===== src/rtl/multi_cycle_sequencer_pkg.sv =====
// Shared definitions for the multi-cycle sequencer: state encodings and
// the width helper for the memory wait timer.
package multi_cycle_sequencer_pkg;

  typedef enum logic [2:0] {
    SEQ_IDLE   = 3'd0,
    SEQ_FETCH  = 3'd1,
    SEQ_DECODE = 3'd2,
    SEQ_EXEC   = 3'd3,
    SEQ_MEM    = 3'd4,
    SEQ_WB     = 3'd5,
    SEQ_ERR    = 3'd6
  } seq_state_e;

  // Wait counter width: enough bits to hold TIMEOUT, never less than one.
  function automatic int unsigned tmr_width(input int unsigned timeout);
    int unsigned w;
    w = $clog2(timeout + 1);
    return (w < 1) ? 1 : w;
  endfunction

endpackage


===== src/rtl/multi_cycle_sequencer_if.sv =====
// Bus bundle between the sequencer and its memories / pipeline stages.
interface multi_cycle_sequencer_if #(
  parameter int unsigned WIDTH = 32
);
  logic             imem_req;
  logic [WIDTH-1:0] imem_addr;
  logic             imem_ready;
  logic [WIDTH-1:0] imem_rdata;
  logic [WIDTH-1:0] instruction;
  logic             dec_mem_rd;
  logic             dec_mem_wr;
  logic             dec_reg_wr;
  logic [WIDTH-1:0] next_pc;
  logic             dmem_req;
  logic             dmem_wr;
  logic             dmem_ready;
  logic [WIDTH-1:0] dmem_rdata;
  logic [WIDTH-1:0] mem_read_data;
  logic [WIDTH-1:0] PC;
  logic             reg_wr_en;
  logic             retire;
  logic             timeout_err;
  logic [2:0]       state;

  modport master (
    output imem_req, imem_addr, instruction, dmem_req, dmem_wr,
           mem_read_data, PC, reg_wr_en, retire, timeout_err, state,
    input  imem_ready, imem_rdata, dec_mem_rd, dec_mem_wr, dec_reg_wr,
           next_pc, dmem_ready, dmem_rdata
  );

  modport slave (
    input  imem_req, imem_addr, instruction, dmem_req, dmem_wr,
           mem_read_data, PC, reg_wr_en, retire, timeout_err, state,
    output imem_ready, imem_rdata, dec_mem_rd, dec_mem_wr, dec_reg_wr,
           next_pc, dmem_ready, dmem_rdata
  );
endinterface


===== src/rtl/multi_cycle_sequencer_wait_timer.sv =====
// Counts stalled cycles of one memory transaction and flags the cycle in
// which the count would reach TIMEOUT. TIMEOUT=0 disables the flag.
module multi_cycle_sequencer_wait_timer
  import multi_cycle_sequencer_pkg::*;
#(
  parameter int unsigned TIMEOUT = 0
) (
  input  logic clk,
  input  logic reset,
  input  logic clear,
  input  logic waiting,
  output logic expired
);
  localparam int unsigned CW = tmr_width(TIMEOUT);

  logic [CW-1:0] cnt_q, cnt_d;

  // Next count: clear outside a request state, otherwise count stalls.
  always_comb begin
    cnt_d = cnt_q;
    if (clear) cnt_d = '0;
    else if (waiting) cnt_d = cnt_q + CW'(1);
  end

  // Wait counter register.
  always_ff @(posedge clk) begin
    if (reset) cnt_q <= '0;
    else cnt_q <= cnt_d;
  end

  generate
    if (TIMEOUT == 0) begin : g_off
      logic unused_cnt;
      assign unused_cnt = ^cnt_q;
      assign expired = 1'b0;
    end else begin : g_on
      // Expires on the stall that would bring the count to TIMEOUT; a ready
      // in that same cycle clears waiting and therefore wins.
      localparam logic [CW-1:0] LAST = CW'(TIMEOUT - 1);
      assign expired = waiting && !clear && (cnt_q == LAST);
    end
  endgenerate

endmodule


===== src/rtl/multi_cycle_sequencer.sv =====
// Multi-cycle instruction sequencer: owns PC and IR and steps each
// instruction through FETCH/DECODE/EXEC/MEM/WB with stallable memories.
module multi_cycle_sequencer
  import multi_cycle_sequencer_pkg::*;
#(
  parameter int unsigned WIDTH    = 32,
  parameter logic [WIDTH-1:0] RESET_PC = '0,
  parameter int unsigned TIMEOUT  = 0
) (
  input logic clk,
  input logic reset,
  multi_cycle_sequencer_if.master bus
);
  seq_state_e       state_q, state_d;
  logic [WIDTH-1:0] pc_q, pc_d;
  logic [WIDTH-1:0] ir_q, ir_d;
  logic [WIDTH-1:0] mrd_q, mrd_d;
  logic             in_fetch, in_mem, waiting, expired;
  logic             is_load;

  assign in_fetch = (state_q == SEQ_FETCH);
  assign in_mem   = (state_q == SEQ_MEM);
  assign waiting  = (in_fetch && !bus.imem_ready) || (in_mem && !bus.dmem_ready);
  // Both flags set is treated as a store: nothing is latched.
  assign is_load  = bus.dec_mem_rd && !bus.dec_mem_wr;

  multi_cycle_sequencer_wait_timer #(.TIMEOUT(TIMEOUT)) u_wait_timer (
    .clk     (clk),
    .reset   (reset),
    .clear   (!(in_fetch || in_mem)),
    .waiting (waiting),
    .expired (expired)
  );

  // State, PC, IR and load-data registers.
  always_ff @(posedge clk) begin
    if (reset) begin
      state_q <= SEQ_IDLE;
      pc_q    <= RESET_PC;
      ir_q    <= '0;
      mrd_q   <= '0;
    end else begin
      state_q <= state_d;
      pc_q    <= pc_d;
      ir_q    <= ir_d;
      mrd_q   <= mrd_d;
    end
  end

  // Next-state and register updates for each sequencing step.
  always_comb begin
    state_d = state_q;
    pc_d    = pc_q;
    ir_d    = ir_q;
    mrd_d   = mrd_q;
    case (state_q)
      SEQ_IDLE:   state_d = SEQ_FETCH;
      SEQ_FETCH: begin
        if (bus.imem_ready) begin
          ir_d    = bus.imem_rdata;
          state_d = SEQ_DECODE;
        end else if (expired) begin
          state_d = SEQ_ERR;
        end
      end
      SEQ_DECODE: state_d = SEQ_EXEC;
      SEQ_EXEC:   state_d = (bus.dec_mem_rd || bus.dec_mem_wr) ? SEQ_MEM : SEQ_WB;
      SEQ_MEM: begin
        if (bus.dmem_ready) begin
          if (is_load) mrd_d = bus.dmem_rdata;
          state_d = SEQ_WB;
        end else if (expired) begin
          state_d = SEQ_ERR;
        end
      end
      SEQ_WB: begin
        pc_d    = bus.next_pc;
        state_d = SEQ_FETCH;
      end
      SEQ_ERR:    state_d = SEQ_ERR;
      default:    state_d = SEQ_IDLE;
    endcase
  end

  // Moore outputs: strobes decode from state only.
  assign bus.imem_req      = in_fetch;
  assign bus.imem_addr     = pc_q;
  assign bus.dmem_req      = in_mem;
  assign bus.dmem_wr       = in_mem && bus.dec_mem_wr;
  assign bus.reg_wr_en     = (state_q == SEQ_WB) && bus.dec_reg_wr;
  assign bus.retire        = (state_q == SEQ_WB);
  // ERR is only left through reset, which makes the flag sticky.
  assign bus.timeout_err   = (state_q == SEQ_ERR);
  assign bus.instruction   = ir_q;
  assign bus.mem_read_data = mrd_q;
  assign bus.PC            = pc_q;
  assign bus.state         = state_q;

endmodule


===== src/flat_wrapper.sv =====
// flat-port wrapper written by rule: the top's interface ports become plain ports
module multi_cycle_sequencer_flat import multi_cycle_sequencer_pkg::*;
#(
  parameter int unsigned WIDTH    = 32,
  parameter logic [WIDTH-1:0] RESET_PC = '0,
  parameter int unsigned TIMEOUT  = 0
)
  (clk, reset, bus_imem_req, bus_imem_addr, bus_instruction, bus_dmem_req, bus_dmem_wr, bus_mem_read_data, bus_PC, bus_reg_wr_en, bus_retire, bus_timeout_err, bus_state, bus_imem_ready, bus_imem_rdata, bus_dec_mem_rd, bus_dec_mem_wr, bus_dec_reg_wr, bus_next_pc, bus_dmem_ready, bus_dmem_rdata);
  multi_cycle_sequencer_if #(.WIDTH(WIDTH)) bus_i ();
  input logic clk;
  input logic reset;
  output wire logic [$bits(bus_i.imem_req)-1:0] bus_imem_req;
  output wire logic [$bits(bus_i.imem_addr)-1:0] bus_imem_addr;
  output wire logic [$bits(bus_i.instruction)-1:0] bus_instruction;
  output wire logic [$bits(bus_i.dmem_req)-1:0] bus_dmem_req;
  output wire logic [$bits(bus_i.dmem_wr)-1:0] bus_dmem_wr;
  output wire logic [$bits(bus_i.mem_read_data)-1:0] bus_mem_read_data;
  output wire logic [$bits(bus_i.PC)-1:0] bus_PC;
  output wire logic [$bits(bus_i.reg_wr_en)-1:0] bus_reg_wr_en;
  output wire logic [$bits(bus_i.retire)-1:0] bus_retire;
  output wire logic [$bits(bus_i.timeout_err)-1:0] bus_timeout_err;
  output wire logic [$bits(bus_i.state)-1:0] bus_state;
  input wire logic [$bits(bus_i.imem_ready)-1:0] bus_imem_ready;
  input wire logic [$bits(bus_i.imem_rdata)-1:0] bus_imem_rdata;
  input wire logic [$bits(bus_i.dec_mem_rd)-1:0] bus_dec_mem_rd;
  input wire logic [$bits(bus_i.dec_mem_wr)-1:0] bus_dec_mem_wr;
  input wire logic [$bits(bus_i.dec_reg_wr)-1:0] bus_dec_reg_wr;
  input wire logic [$bits(bus_i.next_pc)-1:0] bus_next_pc;
  input wire logic [$bits(bus_i.dmem_ready)-1:0] bus_dmem_ready;
  input wire logic [$bits(bus_i.dmem_rdata)-1:0] bus_dmem_rdata;
  assign bus_imem_req = bus_i.imem_req;
  assign bus_imem_addr = bus_i.imem_addr;
  assign bus_instruction = bus_i.instruction;
  assign bus_dmem_req = bus_i.dmem_req;
  assign bus_dmem_wr = bus_i.dmem_wr;
  assign bus_mem_read_data = bus_i.mem_read_data;
  assign bus_PC = bus_i.PC;
  assign bus_reg_wr_en = bus_i.reg_wr_en;
  assign bus_retire = bus_i.retire;
  assign bus_timeout_err = bus_i.timeout_err;
  assign bus_state = bus_i.state;
  assign bus_i.imem_ready = bus_imem_ready;
  assign bus_i.imem_rdata = bus_imem_rdata;
  assign bus_i.dec_mem_rd = bus_dec_mem_rd;
  assign bus_i.dec_mem_wr = bus_dec_mem_wr;
  assign bus_i.dec_reg_wr = bus_dec_reg_wr;
  assign bus_i.next_pc = bus_next_pc;
  assign bus_i.dmem_ready = bus_dmem_ready;
  assign bus_i.dmem_rdata = bus_dmem_rdata;
  multi_cycle_sequencer #(.WIDTH(WIDTH), .RESET_PC(RESET_PC), .TIMEOUT(TIMEOUT)) u_core (.clk(clk), .reset(reset), .bus(bus_i));
endmodule

===== config.mk =====
export PLATFORM = sky130hd
export DESIGN_NAME = multi_cycle_sequencer_flat
export DESIGN_NICKNAME = d
export VERILOG_FILES = /design/src/rtl/multi_cycle_sequencer_pkg.sv /design/src/rtl/multi_cycle_sequencer_if.sv /design/src/rtl/multi_cycle_sequencer_wait_timer.sv /design/src/rtl/multi_cycle_sequencer.sv /design/src/flat_wrapper.sv
export SDC_FILE = /design/constraint.sdc
export NUM_CORES = 1
export LEC_CHECK = 0
export ABC_AREA = 1
export CORE_UTILIZATION = 34
export DETAILED_ROUTE_END_ITERATION = 10
export PLACE_DENSITY = 0.77
export SYNTH_ARGS = -nofsm -noshare
export SYNTH_HDL_FRONTEND = slang
export SYNTH_SLANG_ARGS = --single-unit

===== constraint.sdc =====
create_clock -name clk -period 1.32 [get_ports clk]
set_input_delay 0.132 -clock clk [delete_from_list [all_inputs] [get_ports clk]]
set_output_delay 0.132 -clock clk [all_outputs]
set_load 0.1 [all_outputs]

==> flow_metrics.env, run 1 <==
export IMPL_status="finished, violations left"
export IMPL_violations="negative setup slack"
export IMPL_netlist_area_sq_mm=0.00402
export IMPL_skew_ps=8.59
export IMPL_dieArea_sq_mm=0.0123
export IMPL_dpl_cell_area_sq_mm=0.00789
export IMPL_clkTransAtPathRegs_ps=60
export IMPL_numCtsBuffers=9
export IMPL_die_h_microns=111
export IMPL_tightest_slew_ps=386
export IMPL_synthMuxAreaShare=0
export IMPL_timing_hold_ws_ps=342
export IMPL_num_vias=4501
export IMPL_nets=893
export IMPL_p_leak_nw=3.63
export IMPL_detail_route_vias_per_cell=4.80
export IMPL_peakVddDrop_mv=0.553
export IMPL_fin_cells=938
export IMPL_ys_ff_latch=99
export IMPL_dp_cells=893
export IMPL_die_w_microns=111
export IMPL_synthXorXnorAreaFrac=0
export IMPL_utilization=0.768
export IMPL_topRoutingLayerUsed="met4"
export IMPL_grt_start_max_net_pins=52
export IMPL_crit_path_max_fanout=7
export IMPL_setup_ws_ps=-160
export IMPL_synth_simple_gate_area_frac=0.278
export IMPL_path_class="flip-flop to flip-flop"
export IMPL_route_met3_wl_microns=989
export IMPL_total_power_mw=8.02
export IMPL_cts_sinks=99
export IMPL_min_period_over_period=1.12
export IMPL_core_rowCount=39
export IMPL_overflow=0
export IMPL_syn_num_nets=656
export IMPL_cts_htree_levels=3
export IMPL_grt_first_pass_wirelength_microns=22300
export IMPL_drive_above_1_share=0.385
export IMPL_firstDrtPassIters=4
export IMPL_maxSlewHeadroom=0.743
export IMPL_synth_avg_cell_area_sq_um=7.26
export IMPL_routed_wirelength_microns=14700
export IMPL_hp_class="input pin to flip-flop"
export IMPL_drtAntennaViolNets=0
export IMPL_max_cap_viol_count=0
export IMPL_synth_compound_area_frac=0.0835
export IMPL_endpoint_kind="flip-flop"
export IMPL_postSynthCellCount=553
export IMPL_dp_hpwl_microns=10100
export IMPL_yosysSeqAreaShare=0.493
export IMPL_worstPathArrival_ps=1710
export IMPL_fin_crit_ps=1480
export IMPL_yosys_area_share_adder=0
export IMPL_ys_warn_count=0
export IMPL_initial_core_util=0.350
export IMPL_rr_worst_depth=10
export IMPL_finalSetupViolCount=52
export IMPL_clock_latency_ps=340
export IMPL_track_usage=0.227
export IMPL_route_met2_wl_microns=7930
export IMPL_synth_top_family_by_area="simple AND/OR/NAND/NOR gates"
export IMPL_r2r_slack_ps=-160
export IMPL_root_buffer="clkbuf_16"
export IMPL_r2r_start="u_core.bus.state[0]"
export IMPL_diodes=0
export IMPL_hold_viol_final=0
export IMPL_drc_errors=0
export IMPL_drt_initial_drc_count=211
export IMPL_wl_met1_microns=5370
export IMPL_power_density_mw_per_mm2=911
export IMPL_grt_pass1_vias=4631
export IMPL_io_buffer_count=239
export IMPL_maxSlewViolCount=0
export IMPL_core_sq_mm=0.0115
export IMPL_setup_worst_path_end="u_core.bus.instruction[26]"
export IMPL_area_delta_synth_final_pct=119
export IMPL_fmax_mhz=676
export IMPL_wl_per_cell_microns=15.7
export IMPL_final_area_sq_mm=0.00880
export IMPL_grt_antenna_before_repair=0
export IMPL_clk_path_buf_depth=2
export IMPL_ys_types=19
export IMPL_tritoncts="yes"
export IMPL_gp_congestion=0.811
export IMPL_cp_required_ps=1550
export IMPL_rr_endpoint="u_core.bus.instruction[26]"
export IMPL_crit_start="u_core.bus.state[0]"
export IMPL_rsz0062_at_grt="yes"
export IMPL_startpoint_type="flip-flop"
export IMPL_ios=240
-- routing by layer --
layer,up-vias,global-route usage
li1,2144,-
met1,2128,0.231
met2,194,0.429
met3,35,0.0612
met4,0,0.102
met5,-,0
-- what timing repair did --
action | 4_1_cts | 5_1_grt
pin swaps | 12 | 20
endpoints found under the setup margin | 10 | 82
buffers inserted | 19 | 5
gates resized for setup | 29 | 82
hold buffers | 0 | 0
gates cloned | 4 | 2
-- cell families after synthesis --
| logic type | Yosys count |
|---|---|
| DFF | 99 |
| buffers and inverters | 109 |
| and+or+nand+nor | 278 |
| AOI/OAI and AO/OA | 67 |
-- cell usage in the layout (no fill, tap or decap), types with 7 or more instances in the layout --
master / count
buf_12: 143
nor2_4: 7
dfxtp_1: 64
o21ai_1: 17
clkbuf_16: 12
a21oi_2: 7
nand2_2: 20
dfxtp_2: 32
o21ai_2: 10
inv_1: 37
nand2_1: 108
clkdlybuf4s50_1: 102
a21oi_1: 28
nand2_4: 7
buf_6: 12
nor2_1: 97
buf_4: 29
nor3_1: 23
-- worst min path at each step --
stage | from | endpoint | slack (ps) | depth (start not counted)
3_3_place_gp | u_core.bus.PC[0] | u_core.bus.PC[0] | 500 | 2
4_1_cts | bus_next_pc[15] | u_core.bus.PC[15] | 330 | 3
2_1_floorplan | bus_next_pc[10] | u_core.bus.PC[10] | 270 | 2
3_5_place_dp | u_core.bus.PC[15] | u_core.bus.PC[15] | 500 | 2
5_1_grt | bus_next_pc[5] | u_core.bus.PC[5] | 350 | 3
6_report | bus_next_pc[15] | u_core.bus.PC[15] | 340 | 3
-- registers in the layout, indices dropped and copies added (netlist names) --
name / flops
u_core.bus.instruction: 32
u_core.bus.state: 3
u_core.bus.PC: 32
u_core.bus.mem_read_data: 32
-- through the flow --
| step | setup TNS [ps] | setup slack [ps] |
|---|---|---|
| after CTS | -3740 | -148 |
| after global routing | -8720 | -220 |
| after global placement | -2320 | -90.5 |
| after detailed placement | -5990 | -201 |
| after floorplan | -6890 | -287 |
| final | -4350 | -160 |
-- area by class of cell --
cell class,instances,area (sq um)
Timing Repair Buffer,292,4400
Fill cell,702,2660
Sequential cell,99,2030
Multi-Input combinational cell,345,1730
Clock buffer,15,279
Tap cell,143,179
Inverter,43,176
Clock inverter,1,5.00
-- cells in the mapped netlist (all sizes together) --
| master | number | area share |
|---|---|---|
| clkbuf | 17 | 0.016 |
| a21oi | 35 | 0.044 |
| dfxtp | 99 | 0.49 |
| nor2 | 106 | 0.10 |
| nor3 | 32 | 0.040 |
| nand3 | 4 | 0.0062 |
| nand3b | 1 | 0.0019 |
| o21ai | 32 | 0.040 |
| inv | 43 | 0.040 |
| nand2 | 135 | 0.13 |
| buf | 49 | 0.089 |
-- worst max-delay path: stages (launching register included) --
cell     delay (ps)
dfxtp_4         390
inv_4            50
nor2_4          110
nand2_4          80
buf_6           120
nor2_4          160
buf_6           170
buf_12          150
nand2_4          50
nand2_2          60
nor2_2           40
-- report_power, final --
group	switching, mW	internal, mW
sequential	0.126	3.09
clock	1.06	1.45
combinational	1.32	0.973
Note: power is estimated with default switching activity, not from simulation.
==> run 2: changes to the inputs <==
- HOLD_SLACK_MARGIN: not set -> 0.02
- TNS_END_PERCENT: not set -> 30
==> run 2 against run 1 <==
Die area unchanged. The run still ends with negative setup slack left. Clock skew down 1.8 ps. Fmax down 3.9%. Highest routed layer unchanged. Non-clock buffer count down 5. Clock-buffer cell count down 5. Sequential share of layout area up 0.23 points. Combinational power about the same. Utilization down 2.2 points. Clock power down 3%. Register-to-register slack worse by 60 ps. Flip-flop and latch count unchanged. Global-route usage up 0.069 points.
==> flow_metrics.env, run 2 (synthesized netlist as in run 1, its figures left out) <==
export IMPL_cts_sinks=99
export IMPL_grt_start_max_net_pins=34
export IMPL_startpoint_type="flip-flop"
export IMPL_initial_core_util=0.350
export IMPL_min_period_over_period=1.17
export IMPL_worstPathArrival_ps=1790
export IMPL_rr_worst_depth=10
export IMPL_drc_errors=0
export IMPL_crit_path_max_fanout=8
export IMPL_fill_cells=745
export IMPL_drtAntennaViolNets=0
export IMPL_track_usage=0.228
export IMPL_utilization=0.745
export IMPL_die_w_microns=111
export IMPL_cp_required_ps=1570
export IMPL_setup_ws_ps=-220
export IMPL_dp_hpwl_microns=10400
export IMPL_grt_first_pass_wirelength_microns=22600
export IMPL_tritoncts="yes"
export IMPL_overflow=0
export IMPL_num_vias=4497
export IMPL_cts_htree_levels=3
export IMPL_clock_latency_ps=330
export IMPL_r2r_start="u_core.bus.state[0]"
export IMPL_hp_class="input pin to flip-flop"
export IMPL_grt_pass1_vias=4608
export IMPL_drt_initial_drc_count=216
export IMPL_core_sq_mm=0.0115
export IMPL_p_leak_nw=3.51
export IMPL_peakVddDrop_mv=0.755
export IMPL_fmax_mhz=649
export IMPL_root_buffer="clkbuf_16"
export IMPL_hold_path_endpoint="u_core.bus.PC[5]"
export IMPL_nets=888
export IMPL_firstDrtPassIters=4
export IMPL_layout_common_cells="buf_12, nand2_1, clkdlybuf4s50_1"
export IMPL_path_class="flip-flop to flip-flop"
export IMPL_maxSlewHeadroom=0.777
export IMPL_detail_route_vias_per_cell=4.82
export IMPL_r2r_slack_ps=-220
export IMPL_final_common_cell="buf_12"
export IMPL_maxSlewViolCount=0
export IMPL_tightest_slew_ps=335
export IMPL_status="finished, violations left"
export IMPL_ios=240
export IMPL_routed_wirelength_microns=15000
export IMPL_area_delta_synth_final_pct=113
export IMPL_core_rowCount=39
export IMPL_violations="negative setup slack"
export IMPL_io_buffer_count=239
export IMPL_drive_above_1_share=0.303
export IMPL_numCtsBuffers=9
export IMPL_clk_path_buf_depth=2
export IMPL_total_power_mw=7.93
export IMPL_dpl_cell_area_sq_mm=0.00780
export IMPL_finalSetupViolCount=71
export IMPL_power_density_mw_per_mm2=928
export IMPL_gp_congestion=0.763
export IMPL_diodes=0
export IMPL_die_h_microns=111
export IMPL_clkTransAtPathRegs_ps=70
export IMPL_rr_endpoint="u_core.bus.instruction[3]"
export IMPL_skew_ps=6.75
export IMPL_endpoint_kind="flip-flop"
export IMPL_wl_per_cell_microns=16.1
export IMPL_grt_antenna_before_repair=0
export IMPL_fin_crit_ps=1540
export IMPL_max_cap_viol_count=0
export IMPL_hold_viol_final=0
export IMPL_min_from="bus_next_pc[5]"
export IMPL_hold_depth=3
export IMPL_final_area_sq_mm=0.00855
export IMPL_rsz0062_at_grt="yes"
export IMPL_dieArea_sq_mm=0.0123
## run 2: changes by cell type in the layout (fill, tap and decap cells not counted), moves of 4 or more
cell,change
o21ai_1,-12
nand2_1,+14
nand2_2,-8
nand2_4,-6
a21oi_1,+7
a21oi_2,-7
dfxtp_1,+32
buf_4,-4
nor3_4,-4
o21ai_2,-10
dfxtp_2,-32
o21ai_0,+22
## run 2: stage by stage
step,hold WS (ps),setup slack (ps),instances,setup TNS (ps)
final,353,-220,933,-7470
after global routing,355,-313,933,-13180
after CTS,342,-134,920,-4040
after detailed placement,517,-154,891,-5020
after global placement,508,-90.7,891,-2470
after floorplan,274,-287,553,-12110
## run 2: power breakdown
part           switching [mW]  internal [mW]  total [mW]
combinational            1.31          0.983        2.30
clock                    1.14           1.28        2.42
sequential              0.124           3.09        3.21
total                    2.58           5.35        7.93
## run 2: timing repair
item | CTS | global route
endpoints found under the hold margin | 0 | 0
setup endpoints to repair | 8 | 84
resized for setup | 14 | 30
buffers inserted | 11 | 8
hold buffers | 0 | 0
gates cloned | 2 | 6
pin swaps | 29 | 7
## run 2: worst max path at each step
stage	from	endpoint	slack [ps]	cells after the start
final	u_core.bus.state[0]	u_core.bus.instruction[3]	-220	10
after CTS	u_core.bus.state[1]	bus_dmem_req	-130	5
after floorplan	u_core.bus.state[2]	bus_reg_wr_en	-290	4
after global placement	bus_dmem_ready	u_core.bus.mem_read_data[20]	-90	5
after detailed placement	bus_dmem_ready	u_core.bus.mem_read_data[25]	-150	6
after global routing	u_core.bus.state[0]	u_core.bus.instruction[3]	-310	10
## run 2: layout make-up
cell class,count,area (sq um),share of cell area
inverter,43,176,0.0206
sequential,99,1990,0.233
timing repair buffer,287,4350,0.508
multi-input combinational,345,1580,0.185
clock inverter,6,42.5,0.00498
tap,143,179,0.0209
clock buffer,10,229,0.0268
## run 2: routing by layer
metal,part of all wire,vias to the layer above,GRT usage
li1,-,2134,-
met4,0.029,0,0.0853
met5,0,-,0
met3,0.082,35,0.0711
met1,0.35,2093,0.236
met2,0.54,235,0.425
## run 2: critical path: stages, from the launching register on
cell and delay (ps):
dfxtp_4 350, buf_4 110, inv_4 30, nor2_4 80, nand2_2 80, buf_6 120, nor2_4 130, buf_6 180
buf_16 140, nor2_1 70, nor2_1 160
